**config.mk**
```make
export PLATFORM = sky130hd
export DESIGN_NAME = switch_toggle_bank
export DESIGN_NICKNAME = d
export VERILOG_FILES = /design/src/rtl/switch_pkg.sv /design/src/rtl/switch_debounce_ch.sv /design/src/rtl/switch_toggle_bank.sv
export SDC_FILE = /design/constraint.sdc
export NUM_CORES = 1
export LEC_CHECK = 0
export CAP_MARGIN = 5
export CORE_MARGIN = 2
export CORE_UTILIZATION = 55
export CTS_CLUSTER_DIAMETER = 60
export DETAILED_ROUTE_END_ITERATION = 10
export PLACE_DENSITY = 0.74
export SYNTH_ARGS = -nofsm -noshare
export SYNTH_HDL_FRONTEND = slang
export SYNTH_SLANG_ARGS = --single-unit
```
**constraint.sdc**
```tcl
create_clock -name i_Clk -period 5.8 [get_ports i_Clk]
set_input_delay 1.45 -clock i_Clk [delete_from_list [all_inputs] [get_ports i_Clk]]
set_output_delay 1.45 -clock i_Clk [all_outputs]
set_load 0.03 [all_outputs]
```
**src/rtl/switch_pkg.sv**
```systemverilog
// Shared definitions for the switch toggle bank: edge-mode encodings and helpers.
package switch_pkg;

  localparam int unsigned EDGE_RELEASE = 0;
  localparam int unsigned EDGE_PRESS   = 1;
  localparam int unsigned EDGE_BOTH    = 2;

  // Counter wide enough to hold 0 .. limit-1 (never narrower than one bit).
  function automatic int unsigned cnt_width(input int unsigned limit);
    int unsigned w;
    w = $clog2(limit + 1);
    return (w < 1) ? 1 : w;
  endfunction

  // True when an accepted transition to new_level is a trigger for the given mode.
  function automatic logic edge_qualifies(input int unsigned mode, input logic new_level);
    logic q;
    q = 1'b0;
    case (mode)
      EDGE_RELEASE: q = ~new_level;
      EDGE_PRESS:   q = new_level;
      EDGE_BOTH:    q = 1'b1;
      default:      q = 1'b0;
    endcase
    return q;
  endfunction

endpackage

```
**src/rtl/switch_debounce_ch.sv**
```systemverilog
// One switch channel: 2-flop synchroniser, stable-count debounce filter and
// a combinational accept strobe marking the edge at which o_Debounced updates.
module switch_debounce_ch
  import switch_pkg::*;
#(
  parameter int unsigned DEBOUNCE_LIMIT = 250000
) (
  input  logic i_Clk,
  input  logic i_Reset,
  input  logic i_Switch,
  output logic o_Debounced,
  output logic o_Accept_c
);

  localparam int unsigned     CNT_W    = cnt_width(DEBOUNCE_LIMIT);
  localparam logic [CNT_W-1:0] CNT_LAST = CNT_W'(DEBOUNCE_LIMIT - 1);

  logic [1:0]       r_sync_chain;
  logic             r_sync;
  logic [CNT_W-1:0] r_cnt;
  logic [CNT_W-1:0] cnt_nxt;
  logic             r_debounced;
  logic             debounced_nxt;
  logic             accept_c;

  assign r_sync = r_sync_chain[1];

  // Metastability guard on the raw pin.
  always_ff @(posedge i_Clk) begin
    if (i_Reset) begin
      r_sync_chain <= 2'b00;
    end else begin
      r_sync_chain <= {r_sync_chain[0], i_Switch};
    end
  end

  // Count consecutive cycles that the synchronised level differs from the accepted one.
  always_comb begin
    cnt_nxt       = r_cnt;
    debounced_nxt = r_debounced;
    accept_c      = 1'b0;
    if (r_sync == r_debounced) begin
      cnt_nxt = '0;
    end else if (r_cnt == CNT_LAST) begin
      cnt_nxt       = '0;
      debounced_nxt = r_sync;
      accept_c      = 1'b1;
    end else begin
      cnt_nxt = r_cnt + CNT_W'(1);
    end
  end

  always_ff @(posedge i_Clk) begin
    if (i_Reset) begin
      r_cnt       <= '0;
      r_debounced <= 1'b0;
    end else begin
      r_cnt       <= cnt_nxt;
      r_debounced <= debounced_nxt;
    end
  end

  assign o_Debounced = r_debounced;
  assign o_Accept_c  = accept_c;

endmodule

```
**src/rtl/switch_toggle_bank.sv**
```systemverilog
// N-channel debounced switch-to-LED toggler. Optional registered edge pulses
// are built in when SWITCH_TOGGLE_PULSE_EN is defined.
module switch_toggle_bank
  import switch_pkg::*;
#(
  parameter int unsigned NUM_CH         = 4,
  parameter int unsigned DEBOUNCE_LIMIT = 250000,
  parameter int unsigned EDGE_MODE      = 0
) (
  input  logic              i_Clk,
  input  logic              i_Reset,
  input  logic [NUM_CH-1:0] i_Switch,
  input  logic [NUM_CH-1:0] i_Led_Clear,
`ifdef SWITCH_TOGGLE_PULSE_EN
  output logic [NUM_CH-1:0] o_Edge_Pulse,
`endif
  output logic [NUM_CH-1:0] o_Debounced,
  output logic [NUM_CH-1:0] o_Led
);

  logic [NUM_CH-1:0] debounced;
  logic [NUM_CH-1:0] accept_c;
  logic [NUM_CH-1:0] qualify_c;
  logic [NUM_CH-1:0] r_led;
  logic [NUM_CH-1:0] led_nxt;

  for (genvar ch = 0; ch < NUM_CH; ch++) begin : g_ch
    switch_debounce_ch #(
      .DEBOUNCE_LIMIT(DEBOUNCE_LIMIT)
    ) u_ch (
      .i_Clk      (i_Clk),
      .i_Reset    (i_Reset),
      .i_Switch   (i_Switch[ch]),
      .o_Debounced(debounced[ch]),
      .o_Accept_c (accept_c[ch])
    );
  end

  // On accept the new level is the inverse of the currently held level.
  always_comb begin
    qualify_c = '0;
    led_nxt   = r_led;
    for (int ch = 0; ch < int'(NUM_CH); ch++) begin
      qualify_c[ch] = accept_c[ch] & edge_qualifies(EDGE_MODE, ~debounced[ch]);
      if (i_Led_Clear[ch]) begin
        led_nxt[ch] = 1'b0;
      end else if (qualify_c[ch]) begin
        led_nxt[ch] = ~r_led[ch];
      end
    end
  end

  always_ff @(posedge i_Clk) begin
    if (i_Reset) begin
      r_led <= '0;
    end else begin
      r_led <= led_nxt;
    end
  end

`ifdef SWITCH_TOGGLE_PULSE_EN
  logic [NUM_CH-1:0] r_pulse;

  // Pulse follows the qualifying edge only; LED clear does not suppress it.
  always_ff @(posedge i_Clk) begin
    if (i_Reset) begin
      r_pulse <= '0;
    end else begin
      r_pulse <= qualify_c;
    end
  end

  assign o_Edge_Pulse = r_pulse;
`endif

  assign o_Debounced = debounced;
  assign o_Led       = r_led;

endmodule

```
# Yosys cells after proc, flatten, opt, wreduce, memory -nomap -nowiden
# Index checks and enable logic that the tools add are counted.
[totals]
ff_bits = 88
in_bits = 10
output_inout_bits = 8
[classes]
muxes = 8
n_eq_ne = 8
n_reduce_logical = 12
n_bitwise = 12
addsub = 4
[ops]
columns = ["operator", "count"]
rows = [
  ["$add A18 B1 Y18 const B", 4],
  ["$eq A18 B18 Y1 const B", 4],
  ["$reduce_or A3 Y1", 4],
  ["$mux W1", 8],
  ["$not A1 Y1", 8],
  ["$reduce_and A2 Y1", 4],
  ["$reduce_or A2 Y1", 4],
  ["$and A1 B1 Y1", 4],
  ["$eq A1 B1 Y1", 4],
]

# Logic depth before layout (Yosys ltp)
[logic_depth]
word_depth = 4
mapped_depth = 7

# By module
# From an unflattened synthesis, not the netlist that was laid out.
[hier_totals]
hier_cells = 440
hier_area_um2 = 3973.8
[by_module_without_submodules]
columns = ["module", "area_each_um2", "cells_each", "n_inst"]
rows = [
  ["switch_debounce_ch", 947.2, 106, 4],
  ["switch_toggle_bank", 185.2, 16, 1],
]

# Least setup slack after synthesis
# Ideal clock, no wire load.
[synth_path]
path_type = "input port to flip-flop"
start = "input i_Reset"
end = "register r_led[0], in the netlist o_Led[0]"
stages = 4
slack_ns = 3.327
t_arrival_ns = 2.410
path_cell_list = "clkbuf_1 -> or4_1 -> or3_1 -> nand3_1"
[synth_via]
elab_chain_cells = 1
[synth_lines]
columns = ["item", "line_no", "source"]
rows = [
  ["start, declared", "switch_toggle_bank.sv:11", "input logic i_Reset,"],
  ["$reduce_or A2 Y1 (no line)", "n/a", ""],
  ["end signal, assigned", "switch_toggle_bank.sv:57", "r_led <= led_nxt;"],
  ["end, declared", "switch_toggle_bank.sv:24", "logic [NUM_CH-1:0] r_led;"],
]
# Every way passes these cells.
# A chain may end at the register's enable or synchronous reset.

# Worst setup path after layout
[layout_path]
start = "input i_Reset"
end = "register g_ch[0].u_ch.r_cnt[11]"
[layout_via]
elab_chain_cells = 1
[layout_lines]
columns = ["item", "line_no", "source"]
rows = [
  ["$reduce_or A3 Y1 (no line)", "n/a", ""],
  ["end signal, assigned", "switch_debounce_ch.sv:58", "r_cnt <= cnt_nxt;"],
  ["end, declared", "switch_debounce_ch.sv:20", "logic [CNT_W-1:0] r_cnt;"],
]
# Every way passes these cells.

==> reports/qor.txt <==
Post-route design area: 4274 um2
Peak VDD IR: 0.1448 mV
Worst Setup EP: g_ch[0].u_ch.r_cnt[11]$_SDFF_PP0_
Hold Startpoint: g_ch[0].u_ch.r_sync_chain[0]$_SDFF_PP0_
R2r endpoint: g_ch[0].u_ch.r_cnt[11]$_SDFF_PP0_
Kind of critical path: input pin to register
First-pass GRT wire length: 12.16 mm
Post-DP Area: 4103 um2
P_int: 789.4 uW
Unique cell type count in the Yosys netlist: 40
Worst EP required: 5990 ps
Layout cells sized above 1: 4.526%
Antenna-violating nets left: 0
Final core occ: 62.56%
Clock Skew: 8.049 ps
Vias: 3067
Die H: 88.09 um
Static Leakage: 0.001196 uW
Wire per inst: 12.70 um
Clock transition at the registers of the reported paths: 80 ps
Critical path arrival: 3380 ps
Num CTS Buffers: 9
RSZ-0062 raised after global routing: no
Seq pwr share: 60.9%
Clk buf depth: 2
Hold Crit Class: register to register
Initial antenna violation count: 0
Critical Path Fanout Max: 27
Initial DRC Count: 81
Period minus WS final: 3194 ps
Dominant synthesized flop cell: dfxtp_1
Crit end category: register
WL met1: 3.365 mm
Status: finished, final reports clean
Worst-skew pair later-pin latency: 350 ps
WL final: 7.110 mm
Ant diodes: 0
Vias in the first global route: 2809
Max_slew headroom: 18.37%
Synth Cell Area: 3889 um2
Fin crit share: 55.06%
CTS root buf: clkbuf_8
Post-route setup TNS: 0 ps
Sink Count: 88
Final hold vios: 0
GPL Wtd Cong: 0.8614
Yosys top cell by area: dfxtp_1
Post_cts resized: 0
Core area: 6832 um2
Synth Register Bits: 88
Total global routing overflow: 0
Setup Buffers After CTS: 0
Synth top area share: 45.30%
Pwr/cell area: 234.0 nW/um2
CTS tree: done
R2R cell count: 5
Final max-slew violation count: 0
Total GRT Usage: 19.78%
Rows: 30
Wire length on met2: 3.425 mm
Die area: 7759 um2
Layout area overhead: 9.910%
Syn Area/Cell: 8.700 um2
DP HPWL: 4.942 mm
Synth top area cells: dfxtp_1 45%, xnor2_1 11%, nor2_1 8.0%
Initial core utilization: 56.92%
Uppermost layer routed: met4
Avg Vias per Cell: 5.477
Setup Viol. Count Final: 0
DRC: 0
Register area share after synthesis: 45.30%
Cts hold-fix bufs: 0
Synthesized instance count: 447
Synth Net Count: 461
I/O Buffers: 17
H-tree depth: 3
Largest net degree at the start of global routing: 28
Worst Setup SP: i_Reset
Worst-Margin Slew: 1216 ps
Number of enable flip-flop cells after synthesis: 0
Fin nets: 474
Launching point of the worst reg2reg path: g_ch[0].u_ch.r_cnt[0]$_SDFF_PP0_
P_sw: 210.5 uW
Logic pwr share: 1.9%
IO Pins: 18
Max cap viols: 0
Switching Share: 21.05%
R2R setup slack: 3440 ps
Width of the die: 88.09 um
DRT Pass-1 Iters: 4
CP Launch Type: input pin
Fill cells: 600
Max Freq: 313.1 MHz
WL met3: 216 um
Total of warnings raised by yosys: 0
Synth async-reset ratio: 0%
Clock power share: 37.2%
kinds of logic (layout without fill, tap and decap cells):
kind of cell | after synthesis | in the layout | share of synthesized area, %
buffers and inverters | 27 | 44 | 3.121
xor gates and xnor gates | 58 | 58 | 13.06
and+or+nand+nor | 234 | 234 | 31.15
adders and majority gates | 4 | 4 | 1.287
DFF | 88 | 88 | 45.30
muxes | 3 | 3 | 0.7722
AOI/OAI and AO/OA | 33 | 33 | 5.309
cell usage after synthesis (9+ instances only):
library cell	n
nor3_1	14
nor2b_1	10
xor2_1	11
nand2_1	25
nand4_1	20
nor4_1	24
inv_1	12
a21oi_1	9
xnor2_1	47
dfxtp_1	88
nand3_1	23
nor2_1	83
registers in the layout (all words and copies together), names as in the netlist:
name                    cells
o_Led                       4
g_ch.u_ch.r_cnt            72
g_ch.u_ch.o_Debounced       4
g_ch.u_ch.r_sync_chain      8
metrics by stage:
stage	cells	setup slack, ps	power [uW]	hold WS, ps
2_1_floorplan	447	3327	633.2	413.8
3_3_place_gp	545	2264	641.5	415.2
3_5_place_dp	545	2173	642.1	442.7
4_1_cts	560	2556	1013	446.5
5_1_grt	560	2347	1042	475.3
6_report	560	2606	999.9	447.1
cell type report:
type / instances / area [um2] / area share, %
Clock inverter: 4 / 20.02 / 0.4684
Inverter: 12 / 45.04 / 1.054
Timing Repair Buffer: 17 / 170.2 / 3.981
Clock buffer: 11 / 151.4 / 3.542
Sequential cell: 88 / 1762 / 41.22
Tap cell: 96 / 120.1 / 2.810
Multi-Input combinational cell: 332 / 2006 / 46.93
power groups by stage:
stage / Sequential (uW) / Combinational (uW) / Clock [uW]
finish: 609 / 18.5 / 372
global route: 610 / 20.8 / 412
CTS: 609 / 19.0 / 385
detailed placement: 623 / 18.9 / 0
global placement: 623 / 18.4 / 0
floorplan: 623 / 10.4 / 0
layer usage:
layer | vias up | track usage (%)
li1 | 1582 | -
met1 | 1445 | 23.76
met2 | 31 | 34.02
met3 | 9 | 5.749
met4 | 0 | 6.612
met5 | - | 0
cell usage in the layout, fill, tap and decap left out, drive strengths merged, types with 4 or more instances in the layout:
| cell type | count |
|---|---|
| nor2 | 83 |
| or3 | 9 |
| inv | 12 |
| dfxtp | 88 |
| or4 | 4 |
| clkbuf | 11 |
| nor2b | 10 |
| nand2 | 25 |
| nand2b | 4 |
| o21ai | 12 |
| nor4 | 24 |
| xor2 | 11 |
| a21oi | 9 |
| nor3 | 14 |
| clkdlybuf4s50 | 17 |
| clkinv | 4 |
| xnor2 | 47 |
| and3 | 6 |
| nand3 | 24 |
| nand4 | 21 |
| ha | 4 |
critical path, stage by stage:
cell,delay (ps)
clkdlybuf4s50_1,1040
a21oi_1,70
o21ai_1,680
nor2_1,130
worst min-delay path by stage:
stage / end / cells past startpoint / slack, ps
after global routing: g_ch[0].u_ch.r_sync_chain[1]$_SDFF_PP0_ / 1 / 480
after detailed placement: g_ch[0].u_ch.r_sync_chain[1]$_SDFF_PP0_ / 1 / 440
after global placement: g_ch[2].u_ch.r_sync_chain[1]$_SDFF_PP0_ / 1 / 420
after CTS: g_ch[0].u_ch.r_sync_chain[1]$_SDFF_PP0_ / 1 / 450
after floorplan: g_ch[0].u_ch.r_sync_chain[1]$_SDFF_PP0_ / 1 / 410
final: g_ch[0].u_ch.r_sync_chain[1]$_SDFF_PP0_ / 1 / 450
(Power assumes the default switching activity.)
==> RTL change 1 (same flow settings) <==
The parameter `EDGE_MODE` goes from 0 to 1.
--- a/src/rtl/switch_toggle_bank.sv
+++ b/src/rtl/switch_toggle_bank.sv
@@ -7,3 +7,3 @@
   parameter int unsigned DEBOUNCE_LIMIT = 250000,
-  parameter int unsigned EDGE_MODE      = 0
+  parameter int unsigned EDGE_MODE      = 1
 ) (
Function: same outputs for any inputs over 10 cycles, from zero or initial values and one cycle with i_Reset high; that may be too few to reach the edited logic, so the function may still have changed.
==> RTL change 1 against the original RTL <==
  * Power rose by 15%
  * Setup slack better by 0.071 ns
  * Sequential cell count unchanged
  * Cell area is 2.7% higher
  * Count of clock-buffer cells in the layout shrank 1
  * Sequential power about the same
  * Routed wire length rose by 3.2%
  * Synthesized area is 1.4% higher
  * Maximum frequency increased by 2.3%
  * Critical path depth unchanged
  * Highest routed layer unchanged
==> RTL change 1: results (changes against the original RTL) <==
- Metal2 WL: 3.31 mm (was 3.43 mm)
- Global-route usage over all layers: 0.200 (was 0.198)
- Count of different cell masters after synthesis: 42 (was 40)
- Leading cell types by total area after synthesis: sky130_fd_sc_hd__dfxtp_1 (45%), sky130_fd_sc_hd__xnor2_1 (11%), sky130_fd_sc_hd__nor2_1 (7.7%) (was sky130_fd_sc_hd__dfxtp_1 (45%), sky130_fd_sc_hd__xnor2_1 (11%), sky130_fd_sc_hd__nor2_1 (8.0%)).
- Met1 Resource Use GR: 0.266 (was 0.238)
- Outcome: complete, no violations (unchanged)
- The share of synthesized area occupied by flip-flops and latches came to 0.447 (was 0.453).
- Capture point of the critical path: g_ch[2].u_ch.r_cnt[3]$_SDFF_PP0_ (was g_ch[0].u_ch.r_cnt[11]$_SDFF_PP0_)
* 1st-iter DRT viols: 98 (was 81)
* Via count of the routed design: 3159 (was 3067)
- The total length of routed met3 wires came to 255 µm (was 216 µm).
- Compound-cell area share of the yosys netlist: 0.0530 (was 0.0531)
* Net count, final: 478 (was 474)
- The worst-case hold path end point is g_ch[1].u_ch.r_sync_chain[1]$_SDFF_PP0_ (was g_ch[0].u_ch.r_sync_chain[1]$_SDFF_PP0_).
* Routing usage on met2: 0.315 (was 0.340)
- Share of the synthesized netlist area taken by xor and xnor gates: 0.131 (about the same)
* Fraction of final layout cells with drive strength greater than 1: 0.0448 (was 0.0453)
- Global-route wire length before repair: 12.6 mm (was 12.2 mm)
* Global placement routability congestion: 0.844 (was 0.861)
- The HPWL after detailed placement came to 5.00 mm (was 4.94 mm).
* Maximum number of pins on one net before global-route repair: 23 (was 28)
- Startpoint of the lowest-slack hold path: g_ch[1].u_ch.r_sync_chain[0]$_SDFF_PP0_ (was g_ch[0].u_ch.r_sync_chain[0]$_SDFF_PP0_)
- Worst setup slack for register-to-register paths: 3.29 ns (was 3.44 ns)
* Arrival time worst endpoint: 3.33 ns (was 3.38 ns)
* Actual slew at the worst max-slew pin: 1.17 ns (was 1.22 ns)
- Area share of fa/ha/maj cells after synthesis: 0.0127 (was 0.0129)
## RTL change 1: cell type report
type	instances	area [µm²]
clock buffers	10	138
clock inverters	6	115
fillers	600	2480
inverters	12	45.0
multi-input cells	336	2040
flip-flops and latches	88	1760
well taps	96	120
repair buffers	17	170
## RTL change 1: cell families after synthesis
group	Yosys count
adder cells (fa/ha/maj)	4
multiplexers	3
buffers and inverters	28
XOR/XNOR	59
AND/OR/NAND/NOR	238
AO/OA/AOI/OAI	32
flip-flops	88
## RTL change 1: through the flow
stage	worst slack, ns	hold slack (ns)	power, mW	instance area, µm²	cells
floorplan	3.46	0.414	0.634	3950	452
global placement	2.34	0.423	0.642	4140	549
detailed placement	2.31	0.425	0.642	4140	549
CTS	2.70	0.446	1.16	4390	565
global route	2.52	0.473	1.19	4390	565
finish	2.68	0.448	1.15	4390	565
## RTL change 1: power by group
part	internal [mW]	switching [mW]	total, mW
combinational	0.00883	0.00977	0.0186
sequential	0.607	0.00221	0.609
clock	0.300	0.222	0.523
total	0.916	0.234	1.15
==> RTL change 2 (config.mk and constraints unchanged) <==
Made on the original files. Add an input register stage for `i_Switch` and `i_Led_Clear`; this delays them by one clock.
--- a/src/rtl/switch_toggle_bank.sv
+++ b/src/rtl/switch_toggle_bank.sv
@@ -20,2 +20,10 @@
 
+  logic [NUM_CH-1:0] i_Switch_q;
+  logic [NUM_CH-1:0] i_Led_Clear_q;
+
+  always_ff @(posedge i_Clk) begin
+    i_Switch_q    <= i_Switch;
+    i_Led_Clear_q <= i_Led_Clear;
+  end
+
   logic [NUM_CH-1:0] debounced;
@@ -32,3 +40,3 @@
       .i_Reset    (i_Reset),
-      .i_Switch   (i_Switch[ch]),
+      .i_Switch   (i_Switch_q[ch]),
       .o_Debounced(debounced[ch]),
@@ -44,3 +52,3 @@
       qualify_c[ch] = accept_c[ch] & edge_qualifies(EDGE_MODE, ~debounced[ch]);
-      if (i_Led_Clear[ch]) begin
+      if (i_Led_Clear_q[ch]) begin
         led_nxt[ch] = 1'b0;
Function: no difference found for any inputs over 10 cycles, from zero or initial values and one cycle with i_Reset high; that may be too few to reach the edited logic, so the function may still have changed.
==> RTL change 2 against the original RTL <==
  * Synthesized area grew 5.1%
  * Non-clock buffer count is the same
  * Register-to-register slack gained 0.08 ns
  * Clock skew grew 0.0011 ns
  * Critical path type unchanged
  * Sequential cell count grew 8
  * Power grew 13%
  * Cell area grew 5.2%
  * Critical endpoint is now g_ch[1].u_ch.r_cnt[13]$_SDFF_PP0_
  * Setup slack gained 0.097 ns
  * Hold slack lost 0.046 ns
  * Final cell count grew 2.9%
  * Routed wire length grew 4.3%
  * Sequential share of layout area grew 1.5 points
  * Largest cell class unchanged
==> RTL change 2: results (changes against the original RTL) <==
- The vias per cell was 5.51 (was 5.48).
- Sequential share of the synthesized area: 0.470 (was 0.453)
- The worst-case setup slack after placement came to 2.32 ns (was 2.17 ns).
- Top-count cell post-synth: sky130_fd_sc_hd__dfxtp_1 (unchanged)
* Synth async-reset ratio: 0 (unchanged)
- Fraction of final layout cells with drive strength greater than 1: 0.0461 (was 0.0453)
- The arrival time of the worst setup path came to 3.30 ns (was 3.38 ns).
- Routing usage on met2: 0.320 (was 0.340)
* Global-route usage over all layers: 0.192 (was 0.198)
- The final estimated routing congestion in global placement came to 0.824 (was 0.861).
- The maximum resistive drop on vdd is 0.177 mV (was 0.145 mV).
* 1st-iter DRT viols: 85 (was 81)
- Outcome: complete, no violations (unchanged)
- The total inserted antenna cells is 0 (unchanged).
- The first-pass GRT wire length came to 13.0 mm (was 12.2 mm).
* Slew margin rel.: 0.200 (was 0.184)
- Net count of the mapped netlist: 475 (was 461)
- The largest stage delay on the critical path is 0.96 ns (was 1.04 ns).
- The leakage power is 1.25 nW (was 1.20 nW).
- The number of global-route vias before repair came to 2990 (was 2809).
- Most instantiated cells after synthesis: sky130_fd_sc_hd__dfxtp_1 (96), sky130_fd_sc_hd__nor2_1 (80), sky130_fd_sc_hd__xnor2_1 (48) (was sky130_fd_sc_hd__dfxtp_1 (88), sky130_fd_sc_hd__nor2_1 (83), sky130_fd_sc_hd__xnor2_1 (47))
* Critical path fanouts, max: 21 (was 27)
* HPWL reported at the end of detailed placement: 5.14 mm (was 4.94 mm)
* Internal cell power: 0.894 mW (was 0.789 mW)
- The pin count of the biggest net entering global routing is 22 (was 28).
* Post-Route WL: 7.42 mm (was 7.11 mm)
- Worst Hold Path Cells: 1 (unchanged)
- Leading cell types by total area after synthesis: sky130_fd_sc_hd__dfxtp_1 (47%), sky130_fd_sc_hd__xnor2_1 (10%), sky130_fd_sc_hd__nor2_1 (7.3%) (was sky130_fd_sc_hd__dfxtp_1 (45%), sky130_fd_sc_hd__xnor2_1 (11%), sky130_fd_sc_hd__nor2_1 (8.0%)).
-- RTL change 2: metrics by stage --
| stage | power [mW] | hold WS (ns) | instances | cell area (µm²) |
|---|---|---|---|---|
| after floorplan | 0.692 | 0.370 | 461 | 4090 |
| after global placement | 0.700 | 0.384 | 560 | 4290 |
| after detailed placement | 0.701 | 0.387 | 560 | 4290 |
| after CTS | 1.14 | 0.401 | 576 | 4500 |
| after global routing | 1.17 | 0.412 | 576 | 4500 |
| final | 1.13 | 0.401 | 576 | 4500 |
-- RTL change 2: kinds of logic (layout without fill, tap and decap cells) --
group / count (synthesis) / in the layout / synth area share
multiplexers: 2 / 2 / 0.00490
flip-flops: 96 / 96 / 0.470
XOR/XNOR: 58 / 58 / 0.124
buffers and inverters: 29 / 45 / 0.0331
AO/OA/AOI/OAI: 35 / 35 / 0.0560
adder cells (fa/ha/maj): 4 / 4 / 0.0122
AND/OR/NAND/NOR: 237 / 237 / 0.299
-- RTL change 2: power groups by stage --
| stage | clock, mW | combinational, mW | sequential [mW] |
|---|---|---|---|
| after floorplan | 0 | 0.00950 | 0.682 |
| after global placement | 0 | 0.0166 | 0.683 |
| after CTS | 0.455 | 0.0169 | 0.668 |
| final | 0.444 | 0.0167 | 0.668 |
| after global routing | 0.482 | 0.0188 | 0.669 |
| after detailed placement | 0 | 0.0169 | 0.684 |
-- RTL change 2: worst reg2reg max path, delay by kind of cell (launching register included) --
kind                       cells  cell delay, ns
AOI/OAI and AO/OA              1            0.84
and+or+nand+nor                3            0.57
DFF                            1            0.47
adders and majority gates      1            0.25
-- RTL change 2: layout make-up --
| type | instances | area, µm² |
|---|---|---|
| Inverter | 12 | 45.0 |
| Tap cell | 99 | 124 |
| Sequential cell | 96 | 1920 |
| Clock buffer | 11 | 151 |
| Timing Repair Buffer | 17 | 170 |
| Clock inverter | 5 | 55.1 |
| Multi-Input combinational cell | 336 | 2030 |
| Fill cell | 661 | 2720 |
-- RTL change 2: layer usage --
layer | wire [µm] | part of all wire
met5 | 0 | 0
met4 | 97 | 0.013
met3 | 258 | 0.035
met2 | 3500 | 0.47
met1 | 3560 | 0.48
-- RTL change 2: final timing paths --
check	from	endpoint	slack [ns]
setup / recovery	i_Reset	g_ch[1].u_ch.r_cnt[13]$_SDFF_PP0_	2.70
hold / removal	i_Led_Clear_q[2]$_DFF_P_	o_Led[2]$_SDFFE_PP0P_	0.40
setup reg to reg	g_ch[1].u_ch.r_cnt[0]$_SDFF_PP0_	g_ch[1].u_ch.r_cnt[13]$_SDFF_PP0_	3.52
hold reg to reg	i_Led_Clear_q[2]$_DFF_P_	o_Led[2]$_SDFFE_PP0P_	0.40
